## config.mk

```make
export PLATFORM = sky130hd
export DESIGN_NAME = ctrl_pipe_unit
export DESIGN_NICKNAME = d
export VERILOG_FILES = /design/src/rtl/ctrl_pipe_unit_pkg.sv /design/src/rtl/ctrl_decode.sv /design/src/rtl/ctrl_pipe_unit.sv
export SDC_FILE = /design/constraint.sdc
export NUM_CORES = 1
export LEC_CHECK = 0
export CAP_MARGIN = 0
export CORE_MARGIN = 5
export CORE_UTILIZATION = 47
export DETAILED_ROUTE_END_ITERATION = 16
export PLACE_DENSITY = 0.93
export SYNTH_ARGS = -nofsm -noshare
export SYNTH_HDL_FRONTEND = slang
export SYNTH_HIERARCHICAL = 1
export SYNTH_SLANG_ARGS = --single-unit
```

## constraint.sdc

```tcl
create_clock -name clk -period 2 [get_ports clk]
set_input_delay 0.4 -clock clk [delete_from_list [all_inputs] [get_ports clk]]
set_output_delay 0.4 -clock clk [all_outputs]
set_load 0.1 [all_outputs]
```

## src/rtl/ctrl_pipe_unit_pkg.sv

```systemverilog
// Shared definitions for the control pipeline: the control word, opcode and
// shifter/memory-size encodings, condition codes, the bubble word and the
// condition evaluation helper.
package ctrl_pipe_unit_pkg;

  localparam logic [3:0] OP_ADD = 4'b0100;
  localparam logic [3:0] OP_SUB = 4'b0010;

  // Shifter mode
  localparam logic [1:0] SM_IMM = 2'b00;
  localparam logic [1:0] SM_REG = 2'b01;
  localparam logic [1:0] SM_MEM = 2'b10;

  // Memory access size
  localparam logic [1:0] MM_BYTE = 2'b00;
  localparam logic [1:0] MM_WORD = 2'b10;

  typedef enum logic [3:0] {
    COND_EQ = 4'b0000,
    COND_NE = 4'b0001,
    COND_CS = 4'b0010,
    COND_CC = 4'b0011,
    COND_MI = 4'b0100,
    COND_PL = 4'b0101,
    COND_VS = 4'b0110,
    COND_VC = 4'b0111,
    COND_HI = 4'b1000,
    COND_LS = 4'b1001,
    COND_GE = 4'b1010,
    COND_LT = 4'b1011,
    COND_GT = 4'b1100,
    COND_LE = 4'b1101,
    COND_AL = 4'b1110,
    COND_NV = 4'b1111
  } cond_e;

  typedef struct packed {
    logic [3:0] op;
    logic [1:0] sm;
    logic [1:0] mm;
    logic       load;
    logic       rf_we;
    logic       mem_we;
    logic       data;
    logic       shift_imm;
    logic       b;
    logic [3:0] rd;
  } ctrl_word_t;

  localparam ctrl_word_t CTRL_BUBBLE = '0;

  // nzcv = {N, Z, C, V}; NV never passes.
  function automatic logic cond_pass(input logic [3:0] cond, input logic [3:0] nzcv);
    logic n, z, c, v;
    n = nzcv[3];
    z = nzcv[2];
    c = nzcv[1];
    v = nzcv[0];
    case (cond_e'(cond))
      COND_EQ: cond_pass = z;
      COND_NE: cond_pass = !z;
      COND_CS: cond_pass = c;
      COND_CC: cond_pass = !c;
      COND_MI: cond_pass = n;
      COND_PL: cond_pass = !n;
      COND_VS: cond_pass = v;
      COND_VC: cond_pass = !v;
      COND_HI: cond_pass = c && !z;
      COND_LS: cond_pass = !c || z;
      COND_GE: cond_pass = (n == v);
      COND_LT: cond_pass = (n != v);
      COND_GT: cond_pass = !z && (n == v);
      COND_LE: cond_pass = z || (n != v);
      COND_AL: cond_pass = 1'b1;
      default: cond_pass = 1'b0;
    endcase
  endfunction

endpackage

```

## src/rtl/ctrl_decode.sv

```systemverilog
// Combinational instruction decode and condition evaluation.
// Ports:
//   i_ir        instruction in ID
//   i_ir_valid  i_ir holds a real instruction
//   i_flags     NZCV
//   o_ctrl      decoded control word (bubble on invalid/undefined/failed cond)
//   o_rn        IR[19:16] source register
//   o_rm        IR[3:0] source register
//   o_rm_used   operand is register form, so o_rm is a real source
module ctrl_decode
  import ctrl_pipe_unit_pkg::*;
#(
  parameter bit COND_EN = 1'b1
) (
  input  logic [31:0] i_ir,
  input  logic        i_ir_valid,
  input  logic [3:0]  i_flags,
  output ctrl_word_t  o_ctrl,
  output logic [3:0]  o_rn,
  output logic [3:0]  o_rm,
  output logic        o_rm_used
);

  ctrl_word_t w_word;
  logic       w_pass;

  always_comb begin
    w_word    = CTRL_BUBBLE;
    o_rm_used = 1'b0;
    if (i_ir[27:26] == 2'b00) begin
      // Data processing
      w_word.op    = i_ir[24:21];
      w_word.rf_we = 1'b1;
      w_word.rd    = i_ir[15:12];
      if (i_ir[25]) begin
        w_word.sm        = SM_IMM;
        w_word.shift_imm = 1'b1;
      end else begin
        w_word.sm        = SM_REG;
        w_word.shift_imm = (i_ir[11:4] != 8'h00);
        o_rm_used        = 1'b1;
      end
    end else if (i_ir[27:26] == 2'b01) begin
      // Load/store: ALU forms the address, up/down picks add/sub
      w_word.op        = i_ir[23] ? OP_ADD : OP_SUB;
      w_word.sm        = SM_MEM;
      w_word.mm        = i_ir[22] ? MM_BYTE : MM_WORD;
      w_word.data      = 1'b1;
      w_word.load      = i_ir[20];
      w_word.rf_we     = i_ir[20];
      w_word.mem_we    = !i_ir[20];
      w_word.shift_imm = i_ir[25] ? (i_ir[11:4] != 8'h00) : 1'b1;
      w_word.rd        = i_ir[15:12];
      o_rm_used        = i_ir[25];
    end else if (i_ir[27:25] == 3'b101) begin
      w_word.b = 1'b1;
    end
  end

  assign w_pass = COND_EN ? cond_pass(i_ir[31:28], i_flags) : 1'b1;

  // An all-zero IR is a bubble, not ANDEQ r0,r0,r0.
  assign o_ctrl = (i_ir_valid && (i_ir != 32'h0) && w_pass) ? w_word : CTRL_BUBBLE;
  assign o_rn   = i_ir[19:16];
  assign o_rm   = i_ir[3:0];

endmodule

```

## src/rtl/ctrl_pipe_unit.sv

```systemverilog
// Control pipeline: decodes the ID instruction and carries its control word
// from EX through N_STAGES register stages to WB. Handles global stall,
// taken-branch flush and load-use hazard bubbles.
// Ports:
//   clk, rst              clock, async active-high reset
//   ir, ir_valid, flags   ID instruction, valid, NZCV
//   stall                 global freeze
//   ex_*                  EX-stage control outputs
//   wb_rf_we/wb_load/wb_rd last-stage control outputs
//   hazard                combinational load-use stall request
//   branch_taken          registered, branch in EX passed its condition
module ctrl_pipe_unit
  import ctrl_pipe_unit_pkg::*;
#(
  parameter int N_STAGES = 3,
  parameter bit COND_EN  = 1'b1
) (
  input  logic        clk,
  input  logic        rst,
  input  logic [31:0] ir,
  input  logic        ir_valid,
  input  logic        stall,
  input  logic [3:0]  flags,
  output logic [3:0]  ex_op,
  output logic [1:0]  ex_sm,
  output logic [1:0]  ex_mm,
  output logic        ex_load,
  output logic        ex_rf_we,
  output logic        ex_mem_we,
  output logic        ex_data,
  output logic        ex_shift_imm,
  output logic [3:0]  ex_rd,
  output logic        wb_rf_we,
  output logic        wb_load,
  output logic [3:0]  wb_rd,
  output logic        hazard,
  output logic        branch_taken
);

  ctrl_word_t w_dec;
  logic [3:0] w_rn;
  logic [3:0] w_rm;
  logic       w_rm_used;
  logic       w_hazard;

  // Index 0 is EX, index N_STAGES-1 is WB.
  ctrl_word_t r_stage [N_STAGES];
  logic       r_branch_taken;

  ctrl_decode #(
    .COND_EN(COND_EN)
  ) u_decode (
    .i_ir      (ir),
    .i_ir_valid(ir_valid),
    .i_flags   (flags),
    .o_ctrl    (w_dec),
    .o_rn      (w_rn),
    .o_rm      (w_rm),
    .o_rm_used (w_rm_used)
  );

  assign w_hazard = r_stage[0].load && ir_valid &&
                    ((r_stage[0].rd == w_rn) || (w_rm_used && (r_stage[0].rd == w_rm)));

  always_ff @(posedge clk or posedge rst) begin
    if (rst) begin
      for (int k = 0; k < N_STAGES; k++) begin
        r_stage[k] <= CTRL_BUBBLE;
      end
      r_branch_taken <= 1'b0;
    end else if (!stall) begin
      // Flush and hazard both drop a bubble into EX; they differ only in
      // whether upstream holds ID (hazard) or discards it (flush).
      if (r_branch_taken || w_hazard) begin
        r_stage[0]     <= CTRL_BUBBLE;
        r_branch_taken <= 1'b0;
      end else begin
        r_stage[0]     <= w_dec;
        r_branch_taken <= w_dec.b;
      end
      for (int k = 1; k < N_STAGES; k++) begin
        r_stage[k] <= r_stage[k-1];
      end
    end
  end

  assign ex_op        = r_stage[0].op;
  assign ex_sm        = r_stage[0].sm;
  assign ex_mm        = r_stage[0].mm;
  assign ex_load      = r_stage[0].load;
  assign ex_rf_we     = r_stage[0].rf_we;
  assign ex_mem_we    = r_stage[0].mem_we;
  assign ex_data      = r_stage[0].data;
  assign ex_shift_imm = r_stage[0].shift_imm;
  assign ex_rd        = r_stage[0].rd;
  assign wb_rf_we     = r_stage[N_STAGES-1].rf_we;
  assign wb_load      = r_stage[N_STAGES-1].load;
  assign wb_rd        = r_stage[N_STAGES-1].rd;
  assign hazard       = w_hazard;
  assign branch_taken = r_branch_taken;

endmodule

```

* Word-level counts from Yosys, hierarchy flattened
Cells that the tools add are included.
** Word-level totals
- Register bits after elaboration :: 30
- Bits in latches :: 0
- Bits in writable memories :: 0
- ROM bits :: 0
- Word-level logic and storage cells :: 79
- Memories :: 0
** Cells by class
- $add $sub $neg :: 0
- Multipliers :: 0
- Div/mod/pow operators :: 0
- Magnitude comparators :: 0
- Eq/ne operators :: 20
- Shifts and indexed selects :: 0
- Multiplexer cells :: 23
- Bitwise gates (word level) :: 0
- Reduce and logical (&&, ||, !) cells :: 20
** Operators with widths (number)
- $mux W18 :: 2
- $reduce_bool A32 Y1 :: 1
- $eq A4 B4 Y1 const B :: 7
- $eq A4 B3 Y1 const B :: 4
- $pmux W1 S15 :: 1
- $mux W13 :: 1
- $mux W1 :: 12
- $eq A4 B2 Y1 const B :: 2
- $eq A4 B4 Y1 :: 2
- $mux W4 :: 2
- $reduce_bool A8 Y1 :: 1
- $logic_and A1 B1 Y1 :: 7
- $mux W3 :: 2
- $mux W6 :: 1
- $logic_not A1 Y1 :: 5
- $eq A4 B1 Y1 const B :: 1
- $logic_not A4 Y1 :: 1
- $logic_or A1 B1 Y1 :: 4
- $mux W2 :: 2
- $eq A3 B3 Y1 const B :: 1
- $eq A2 B1 Y1 const B :: 1
- $logic_not A2 Y1 :: 1
- $eq A1 B1 Y1 :: 1
- $ne A1 B1 Y1 :: 1

* Longest topological paths before layout
Gate-level depths: netlist of the first run.
- Depth after elaboration :: 8
- Mapped depth :: 10
- Depth with buffers taken out :: 7

* Cells and area by module
The synthesis of the first run kept the hierarchy.
** Modules (own cells, without submodules)
- ctrl_pipe_unit :: instances 1, cells an instance 133, area each 1453.9 µm², seq. area each 750.7 µm²
- ctrl_decode :: instances 1, cells an instance 81, area each 613.1 µm², seq. area each 0.0 µm²

* Least setup slack after synthesis of the first run
Ideal clock, no wire load.
- Path type :: reg2out
- Start point :: register r_stage (netlist bit ex_load)
- End point :: output port hazard
- Data arrival time :: 2126 ps
- Required time :: 1600 ps
- Slack :: -526 ps
- Stages on the path, launching flop included :: 4
- Cells stage by stage :: dfrtp_1 -> nand4_1 -> nor4_4 -> or2_2
** Between the ends
- Word-level cells in the longest chain between the ends :: 2
** Ends and longest elaborated chain
- start, declared :: line ctrl_pipe_unit.sv:47 : ctrl_word_t r_stage [N_STAGES];
- start signal, assigned by index :: line ctrl_pipe_unit.sv:82 : r_stage[k] <= r_stage[k-1];
- $logic_and A1 B1 Y1 (2 in series) :: line ctrl_pipe_unit.sv:62 : assign w_hazard = r_stage[0].load && ir_valid &&
- end, declared :: line ctrl_pipe_unit.sv:36 : output logic hazard,
No other way between the ends.

* Final worst setup path of the first run
- Start point :: register r_stage (netlist bit ex_rd[3])
- End point :: output port hazard
** Between the ends
- Word-level cells in the longest chain between the ends :: 4
- Elaborated cells on any way between the ends :: 5
** Ends and longest elaborated chain
- $eq A4 B4 Y1 :: line ctrl_pipe_unit.sv:63 : ((r_stage[0].rd == w_rn) || (w_rm_used && (r_stage[0].rd == w_rm)));
- $logic_and A1 B1 Y1 :: line ctrl_pipe_unit.sv:63
- $logic_or A1 B1 Y1 (*) :: line ctrl_pipe_unit.sv:63
- $logic_and A1 B1 Y1 (*) :: line ctrl_pipe_unit.sv:62
Every way passes the cells marked *; elsewhere a longest branch is shown, timed or not.

==> results of run 1 <==
-- routing by layer --
layer | GRT usage [%] | vias to the layer above | routed length, um
met5 | 0 | - | 0
met3 | 6.028 | 18 | 521
met1 | 21.77 | 951 | 2216
met4 | 6.993 | 0 | 201
li1 | - | 892 | -
met2 | 35.70 | 100 | 3232
-- critical path, cell delays in order (launching register included) --
cell	delay [ns]
dfrtp_2	0.46
buf_6	0.15
xor2_4	0.15
nor4_4	0.25
or2_4	0.19
buf_12	0.16
-- power by group through the flow --
stage	Sequential, mW	Clock [mW]	Combinational, mW
floorplan	0.718	0	0.316
global placement	0.670	0	0.527
detailed placement	0.671	0	0.537
CTS	0.659	0.517	0.605
global route	0.661	0.553	0.689
finish	0.658	0.513	0.659
-- flip-flops by register name (all words and copies together), names as in the netlist --
register      flops
r_stage           6
ex_op             4
ex_rd             4
wb_rd             4
ex_mm             2
ex_sm             2
branch_taken      1
ex_data           1
ex_load           1
ex_mem_we         1
ex_rf_we          1
ex_shift_imm      1
wb_load           1
wb_rf_we          1
-- cells in the mapped netlist, drive strengths merged, types with 2 or more instances --
master | count | area share, %
or2 | 2 | 0.61
nand3 | 5 | 1.2
nand2 | 40 | 7.3
nor2b | 2 | 0.61
mux2i | 2 | 0.97
buf | 33 | 12
o31ai | 18 | 6.5
inv | 4 | 0.73
xnor2 | 3 | 1.3
dfrtp | 30 | 36
nor4b | 5 | 2.4
o311ai | 2 | 1.2
xor2 | 9 | 3.8
nor2 | 7 | 1.4
nor4 | 15 | 7.8
mux2 | 12 | 6.5
nand2b | 2 | 0.61
nand4 | 2 | 0.61
clkbuf | 4 | 0.73
nor3 | 3 | 0.73
-- final cells by class --
| class | instances | share of cell area, % |
|---|---|---|
| clock inverter | 2 | 0.3834 |
| tap | 52 | 1.994 |
| timing repair buffer | 107 | 29.49 |
| inverter | 4 | 0.4601 |
| clock buffer | 6 | 2.531 |
| sequential | 30 | 23.27 |
| multi-input combinational | 144 | 41.87 |
-- cell usage in the layout, fill, tap and decap left out, drive strengths merged, types with 3 or more instances in the layout --
cell	instances
xor2	9
nor4b	5
nor3	3
clkdlybuf4s50	16
xnor2	3
nand3	5
mux2	12
nor2	7
dlymetal6s2s	3
nand2	40
buf	74
nor4	15
dfrtp	30
o31ai	18
clkbuf	11
inv	4
dlygate4sd2	9
-- timing repair --
| item | CTS | global route |
|---|---|---|
| setup endpoints to repair | 18 | 17 |
| buffers inserted | 9 | 4 |
| gates cloned | 1 | 0 |
| gates resized for setup | 66 | 46 |
| pin swaps | 18 | 25 |
-- cells by family (layout without fill, tap and decap cells) --
logic type | after synthesis | in the layout
XOR/XNOR | 12 | 12
other | 1 | 1
AND/OR/NAND/NOR | 86 | 86
multiplexers | 14 | 14
buffers and inverters | 41 | 119
AO/OA/AOI/OAI | 30 | 31
flip-flops | 30 | 30
-- through the flow --
| stage | util (%) | worst slack [ns] | hold slack, ns | power, mW | instances |
|---|---|---|---|---|---|
| CTS | 71.09 | -0.01038 | 0.4583 | 1.781 | 341 |
| finish | 75.46 | -0.04741 | 0.4597 | 1.830 | 345 |
| global placement | 63.92 | -0.5918 | 0.4680 | 1.197 | 324 |
| floorplan | - | -0.03025 | 0.4529 | 1.034 | 214 |
| global route | 75.46 | -0.1322 | 0.5013 | 1.903 | 345 |
| detailed placement | 63.92 | -0.7050 | 0.4750 | 1.208 | 324 |
-- how the worst max path moves through the flow --
stage	from	to	depth (start not counted)
CTS	ex_rd[2]	hazard	5
global placement	ir[30]	ex_rf_we	8
floorplan	ir[27]	hazard	5
detailed placement	ir[30]	ex_rf_we	8
global route	ex_rd[3]	hazard	5
finish	ex_rd[3]	hazard	5
==> flow_summary.ini, run 1 <==
[pwr]
p_int_mw = 1.173
clkPwrFrac_pct = 28.0
switching_share_pct = 35.89
p_switching_uw = 656.9
power_frac_seq_pct = 36.0
comb_power_share_pct = 36.0
p_leak_nw = 1.450
irDropWorstVdd_uv = 189.6
power_density_nw_per_um2 = 560.9

[clocking]
ctsHoldBuffers = 0
ctsLongestPathBuffers = 2
cts_tree = yes
cts_root_buf = clkbuf_8
htreeDepth = 2
cts_buffers = 5
worstSkewPairLatency_ns = 0.28
path_clk_slew_ns = 0.07
cts_sinks = 30

[timing]
finalSetupTns_ns = -0.04741
setup_ws_ns = -0.04741
clock.fmax_mhz = 488.4
fin_crit_ns = 2.047
hold_viol_final = 0
tightestPinTransition_ns = 0.5448
slew_violations = 0
maxSlewHeadroom_pct = 63.64
rsz0062_at_grt = yes
final-setup-viol-count = 1
skew_ns = 0.005094
fin_crit_sh_pct = 102.4

[critical_path]
r2r_start = ex_rd[3]
critPathArrivalTime_ns = 1.65
crit_type = flip-flop to output port
r2r_cells = 5
worstSetupEndpointType = output port
cp.required_ns = 1.60
critPathMaxFanout = 4
r2r_setup_slack_ns = 0.41
startpoint_type = flip-flop
r2r_end = ex_op[3]

[finish]
nets = 332
multi_input_area_um2 = 1366
fillers = 266
final_cell_area_um2 = 3263
final_layout_size_suffix_gt1_share_pct = 53.58
register_area_um2 = 759.5
antenna_cells = 0
area_delta_synth_final_pct = 57.87

[synth]
syn_area_um2 = 2067
synth_area_per_cell_um2 = 9.659
yosysUniqueCellTypes = 42
synth_edf_count = 0
synth_ff_type = dfrtp_1
synthCells = 214
yosys_register_bits = 30
synth_top_family_by_area = simple AND/OR/NAND/NOR gates
synthSimpleGateAreaFrac_pct = 24.27
seq_area_frac_synth_pct = 36.32
synth_compound_gate_area_share_pct = 13.08
syn_nets = 254
synth_mux_area_share_pct = 7.506
synth-xor-area-share_pct = 5.085
synthAdderAreaFrac_pct = 0
async_reset_ff_share_pct = 100.0
yosysWarnings = 6

[global_routing]
grt_pass1_wl_mm = 9.453
grt_pass1_vias = 2024
grt.overflow.total = 0
globalRouteTotalUtil_pct = 19.82
grt_max_degree = 20
antenna_found_initial = 0

[route]
wire_per_inst_um = 17.89
vias = 1961
drt_wl_total_mm = 6.171
antenna_left = 0
drt_first_iter_violations = 120
drt_pass1_iterations = 4
avgViaCountPerCell = 5.684
drc = 0

[outcome]
status = complete, but fails checks
violations = negative setup slack

[floorplan]
die-area_um2 = 5824
die-height_um = 76.32
row_count = 24
die_x_um = 76.32
start_util_pct = 47.80
pin_count = 65
core_region_area_um2 = 4324

[placed_design]
gp_congestion = 0.8362
dp_hpwl_mm = 3.914
numPortBuffers = 64
place_area_um2 = 2764

[job]
maxCapViolations = 0

[hold_path]
hp-class = primary input to async pin
(Power assumes the default switching activity.)
==> inputs of run 2 (changes only) <==
--- a/config.mk
+++ b/config.mk
@@ -6,10 +6,12 @@
 export NUM_CORES = 1
 export LEC_CHECK = 0
 export CAP_MARGIN = 0
+export CELL_PAD_IN_SITES_DETAIL_PLACEMENT = 1
+export CELL_PAD_IN_SITES_GLOBAL_PLACEMENT = 1
 export CORE_MARGIN = 5
-export CORE_UTILIZATION = 47
+export CORE_UTILIZATION = 38
 export DETAILED_ROUTE_END_ITERATION = 16
-export PLACE_DENSITY = 0.93
+export PLACE_DENSITY = 0.95
 export SYNTH_ARGS = -nofsm -noshare
 export SYNTH_HDL_FRONTEND = slang
 export SYNTH_HIERARCHICAL = 1
==> constraint.sdc (replaced) <==
create_clock -name clk -period 2.5 [get_ports clk]
set_input_delay 0.5 -clock clk [delete_from_list [all_inputs] [get_ports clk]]
set_output_delay 0.5 -clock clk [all_outputs]
set_load 0.1 [all_outputs]
==> run 2 against run 1 <==
Effect of this change:
- the flow now finishes without violations
- sequential power shrank 20%
- routed wire length grew 0.11%
- total power shrank 19%
- critical endpoint is now ex_rd[3]
- largest power group is now registers
==> flow_summary.ini, run 2 (synthesized netlist as in run 1, its figures left out) <==
[outcome]
status = complete, no violations

[timing]
slew_violations = 0
hold_viol_final = 0
finalSetupTns_ns = 0
fin_crit_sh_pct = 96.20
final-setup-viol-count = 0
setup_ws_ns = 0.09490
clock.fmax_mhz = 415.8
hold_ws_ns = 0.4878
fin_crit_ns = 2.405
skew_ns = 0.003811

[finish]
final_layout_size_suffix_gt1_share_pct = 36.59
final_common_cell = buf_4
largest-register = r_stage
area_delta_synth_final_pct = 40.86
largest_register_ffs = 6
final_cell_mix = buf_4 (50), nand2_1 (40), clkdlybuf4s50_1 (32)
nets = 315
antenna_cells = 0
final_cell_area_um2 = 2912

[placed_design]
dp_hpwl_mm = 4.495
gp_congestion = 0.8332
place_area_um2 = 2689
place_ws_ns = -0.4020
numPortBuffers = 64

[floorplan]
row_count = 26
die-area_um2 = 7014
start_util_pct = 39.71
die-height_um = 83.75
core_region_area_um2 = 5205
pin_count = 65
die_x_um = 83.75

[global_routing]
globalRouteTotalUtil_pct = 17.29
met2_usage_pct = 32.83
grt_max_degree = 31
antenna_found_initial = 0
grt_pass1_wl_mm = 9.880
grt_pass1_vias = 2055
grtUsageMet1_pct = 18.60
top_usage_layer = met2
grt.overflow.total = 0
grtUsageMet3_pct = 3.653

[critical_path]
crit_type = primary input to flip-flop
slowest_stage = clkdlybuf4s50_1
crit_family = buffers and inverters
critPathArrivalTime_ns = 2.59
critPathBufInv = 2
startpoint_type = primary input
cp.required_ns = 2.69
critPathMaxFanout = 5
worstSetupEndpointType = flip-flop
cp_cell_sequence = clkdlybuf4s50_1 > and2_1 > o22ai_2 > mux2i_2 > a31oi_4 > buf_4 > nor4b_1 > nand2_1 > o31ai_1
cpPeakStageDelay_ns = 0.44

[clocking]
cts_root_buf = clkbuf_8
ctsLongestPathBuffers = 2
path_clk_slew_ns = 0.06
cts_sinks = 30
cts_buffers = 5
cts_tree = yes
worstSkewPairLatency_ns = 0.28
htreeDepth = 2

[pwr]
irDropWorstVdd_uv = 313.5
power_density_nw_per_um2 = 507.3
p_leak_nw = 1.280

[hold_path]
hp-class = flip-flop to flip-flop

[route]
drt_first_iter_violations = 105
vias = 1853
wire_per_inst_um = 17.86
drt_wl_total_mm = 6.178
avgViaCountPerCell = 5.355
antenna_left = 0
drc = 0
drt_pass1_iterations = 4

[job]
maxCapViolations = 0
[run 2: cell count changes in the layout (fill, tap and decap cells not counted), moves of 6 or more]
| cell | previous run | this run |
|---|---|---|
| buf_12 | 8 | 2 |
| buf_4 | 57 | 50 |
| clkdlybuf4s50_1 | 16 | 32 |
| dlygate4sd2_1 | 9 | 1 |
| o31ai_1 | 9 | 15 |
| o31ai_2 | 9 | 3 |
[run 2: per-stage QoR]
stage	cells	util, %	total power [mW]
2_1_floorplan	214	-	0.8250
3_3_place_gp	337	51.66	0.9539
3_5_place_dp	337	51.66	0.9664
4_1_cts	346	54.54	1.477
5_1_grt	346	55.94	1.545
6_report	346	55.94	1.477
[run 2: layout make-up]
class	instances	area, um2
clock inverter	1	30.03
sequential	30	752.0
tap	70	87.58
inverter	4	15.01
timing repair buffer	91	819.5
fill	579	2293
clock buffer	7	86.33
multi-input combinational	143	1121
[run 2: layer usage]
metal	part of all wire, %	up-vias
met5	0	-
met1	36	912
met4	2.2	0
met3	6.4	12
li1	-	860
met2	55	69
[run 2: path summary, 6_finish.rpt]
kind | startpoint | slack (ns) | depth (start not counted) | endpoint
max | ir[31] | 0.09 | 9 | ex_rd[3]
min in group asynchronous | rst | 0.60 | 3 | ex_op[0]
max in group asynchronous | rst | 1.61 | 3 | ex_load
max reg2reg | ex_rd[2] | 0.89 | 5 | ex_sm[1]
min | ex_mem_we | 0.49 | 2 | ex_mem_we
min reg2reg | ex_mem_we | 0.49 | 2 | ex_mem_we
[run 2: power by group]
part           total, mW  internal [mW]  switching, mW  leakage (nW)
logic              0.450          0.169          0.281         0.811
clock network      0.500          0.324          0.175        0.0585
registers          0.527          0.509         0.0184         0.410
total               1.48           1.00          0.475          1.28
[run 2: worst reg2reg max path, delay by kind of cell, from the launching register on]
| family | cells | cell delay (ns) |
|---|---|---|
| AND/OR/NAND/NOR | 2 | 0.43 |
| buffers and inverters | 1 | 0.29 |
| flip-flops | 1 | 0.46 |
| AO/OA/AOI/OAI | 1 | 0.13 |
| XOR/XNOR | 1 | 0.18 |
[run 2: repair_timing]
item                       4_1_cts  5_1_grt
resized for setup                6       17
hold endpoints to repair         0        0
hold buffers                     0        0
pin swaps                        2        4
setup buffers                    1        0
setup endpoints to repair       12       16
==> inputs of run 3 (changes only) <==
--- a/config.mk
+++ b/config.mk
@@ -16,3 +16,4 @@
 export SYNTH_HDL_FRONTEND = slang
 export SYNTH_HIERARCHICAL = 1
 export SYNTH_SLANG_ARGS = --single-unit
+export TNS_END_PERCENT = 1
==> run 3 against run 2 <==
Effect of this change:
- flip-flop and latch count is the same
- worst hold slack worse by 0.0018 ns
- critical path depth unchanged
- critical path type unchanged
==> flow_summary.ini, run 3 (synthesized netlist as in run 1, its figures left out) <==
[outcome]
status = complete, no violations

[clocking]
cts_root_buf = clkbuf_8
ctsLongestPathBuffers = 2
path_clk_slew_ns = 0.06
cts_tree = yes
cts_sinks = 30
htreeDepth = 2
ctsHoldBuffers = 0
cts_buffers = 5
worstSkewPairLatency_ns = 0.28

[timing]
fin_crit_ns = 2.478
rsz0062_at_grt = yes
skew_ns = 0.004074
final-setup-viol-count = 0
slew_violations = 0
hold_viol_final = 0
setup_ws_ns = 0.02165
fin_crit_sh_pct = 99.13
clock.fmax_mhz = 403.5

[finish]
fillers = 583
layoutNonFillerInstCount = 345
largest-register = r_stage
final_common_cell = buf_4
antenna_cells = 0
final_cell_mix = buf_4 (49), nand2_1 (40), clkdlybuf4s50_1 (34)
nets = 314
final_layout_size_suffix_gt1_share_pct = 35.64
area_delta_synth_final_pct = 39.04
register_area_um2 = 752.0
multi_input_area_um2 = 1096
largest_register_ffs = 6

[floorplan]
pin_count = 65
die_x_um = 83.75
start_util_pct = 39.71
die-height_um = 83.75
die-area_um2 = 7014
row_count = 26
core_region_area_um2 = 5205

[pwr]
irDropWorstVdd_uv = 313.4
p_leak_nw = 1.253
finalPower_mw = 1.470
power_density_nw_per_um2 = 511.5

[route]
drc = 0
drt_first_iter_violations = 99
drt_wl_total_mm = 6.159
drt_pass1_iterations = 4
antenna_left = 0
wire_per_inst_um = 17.85
vias = 1849
avgViaCountPerCell = 5.359

[critical_path]
critPathArrivalTime_ns = 2.65
crit_type = primary input to flip-flop
slowest_stage = clkdlybuf4s50_1
cpPeakStageDelay_ns = 0.50
startpoint_type = primary input
r2r_start = ex_rd[2]
cpMostUsedCell = buf_4
r2r_setup_slack_ns = 0.89
cp-endpoint = ex_sm[1]
worstSetupEndpointType = flip-flop
cp.required_ns = 2.68
r2r_cells = 5
worstSetupStartpoint = flags[0]
critPathMaxFanout = 5
r2r_end = ex_sm[1]
cp_cell_sequence = clkdlybuf4s50_1 > buf_4 > o221a_1 > o32ai_2 > a31oi_4 > buf_4 > nor3_2 > nand2_1 > o31ai_1

[placed_design]
numPortBuffers = 64
place_inst = 337
place_ws_ns = -0.4020
gp_congestion = 0.8332
dp_hpwl_mm = 4.495

[global_routing]
grt_pass1_wl_mm = 9.832
antenna_found_initial = 0
grt.overflow.total = 0
grt_pass1_vias = 2051
globalRouteTotalUtil_pct = 17.15
grt_max_degree = 31

[job]
maxCapViolations = 0

[hold_path]
hp-class = flip-flop to flip-flop
hp-start = ex_op[3]
-- run 3: worst min-delay path by stage --
| stage | to | slack [ns] | depth (start not counted) |
|---|---|---|---|
| final | ex_op[3] | 0.49 | 2 |
| after global routing | ex_mem_we | 0.50 | 2 |
| after CTS | ex_op[0] | 0.49 | 2 |
| after detailed placement | ex_op[0] | 0.47 | 2 |
| after global placement | ex_mm[0] | 0.47 | 2 |
| after floorplan | ex_mm[0] | 0.45 | 2 |
-- run 3: area by class of cell --
cell class	instances	area share [%]
tap	70	3.047
timing repair buffer	90	28.08
clock buffer	7	3.004
clock inverter	1	1.045
multi-input combinational	143	38.14
sequential	30	26.16
inverter	4	0.5224
-- run 3: per-layer routing --
layer  GRT usage, %  vias up  routed length [um]
li1               -      858                   -
met1          18.60      914                2238
met2          32.10       67                3398
met3          3.653       10                 391
met4          6.725        0                 131
met5              0        -                   0
-- run 3: worst max-delay path, delay by kind of cell --
kind | cells | cell delay, ns
buffers and inverters | 3 | 0.88
AOI/OAI and AO/OA | 4 | 0.87
and+or+nand+nor | 2 | 0.41
-- run 3: stage by stage --
| stage | hold slack (ns) | setup TNS, ns | util (%) | instance area (um2) |
|---|---|---|---|---|
| CTS | 0.4898 | -0.02380 | 54.40 | 2831 |
| global route | 0.5023 | -0.2347 | 55.22 | 2874 |
| detailed placement | 0.4748 | -4.860 | 51.66 | 2689 |
| global placement | 0.4691 | -2.964 | 51.66 | 2689 |
| finish | 0.4860 | 0 | 55.22 | 2874 |
| floorplan | 0.4529 | 0 | - | 2068 |
-- run 3: power breakdown --
group | switching, mW | internal [mW] | leakage (nW) | total (mW)
registers | 0.0185 | 0.509 | 0.410 | 0.528
logic | 0.277 | 0.164 | 0.785 | 0.441
clock network | 0.177 | 0.324 | 0.0585 | 0.501
total | 0.472 | 0.998 | 1.25 | 1.47
-- run 3: what timing repair did --
action,in CTS,in global routing
endpoints found under the setup margin,12,16
pin swaps,0,5
resized for setup,6,12
setup buffers,0,0
endpoints found under the hold margin,0,0
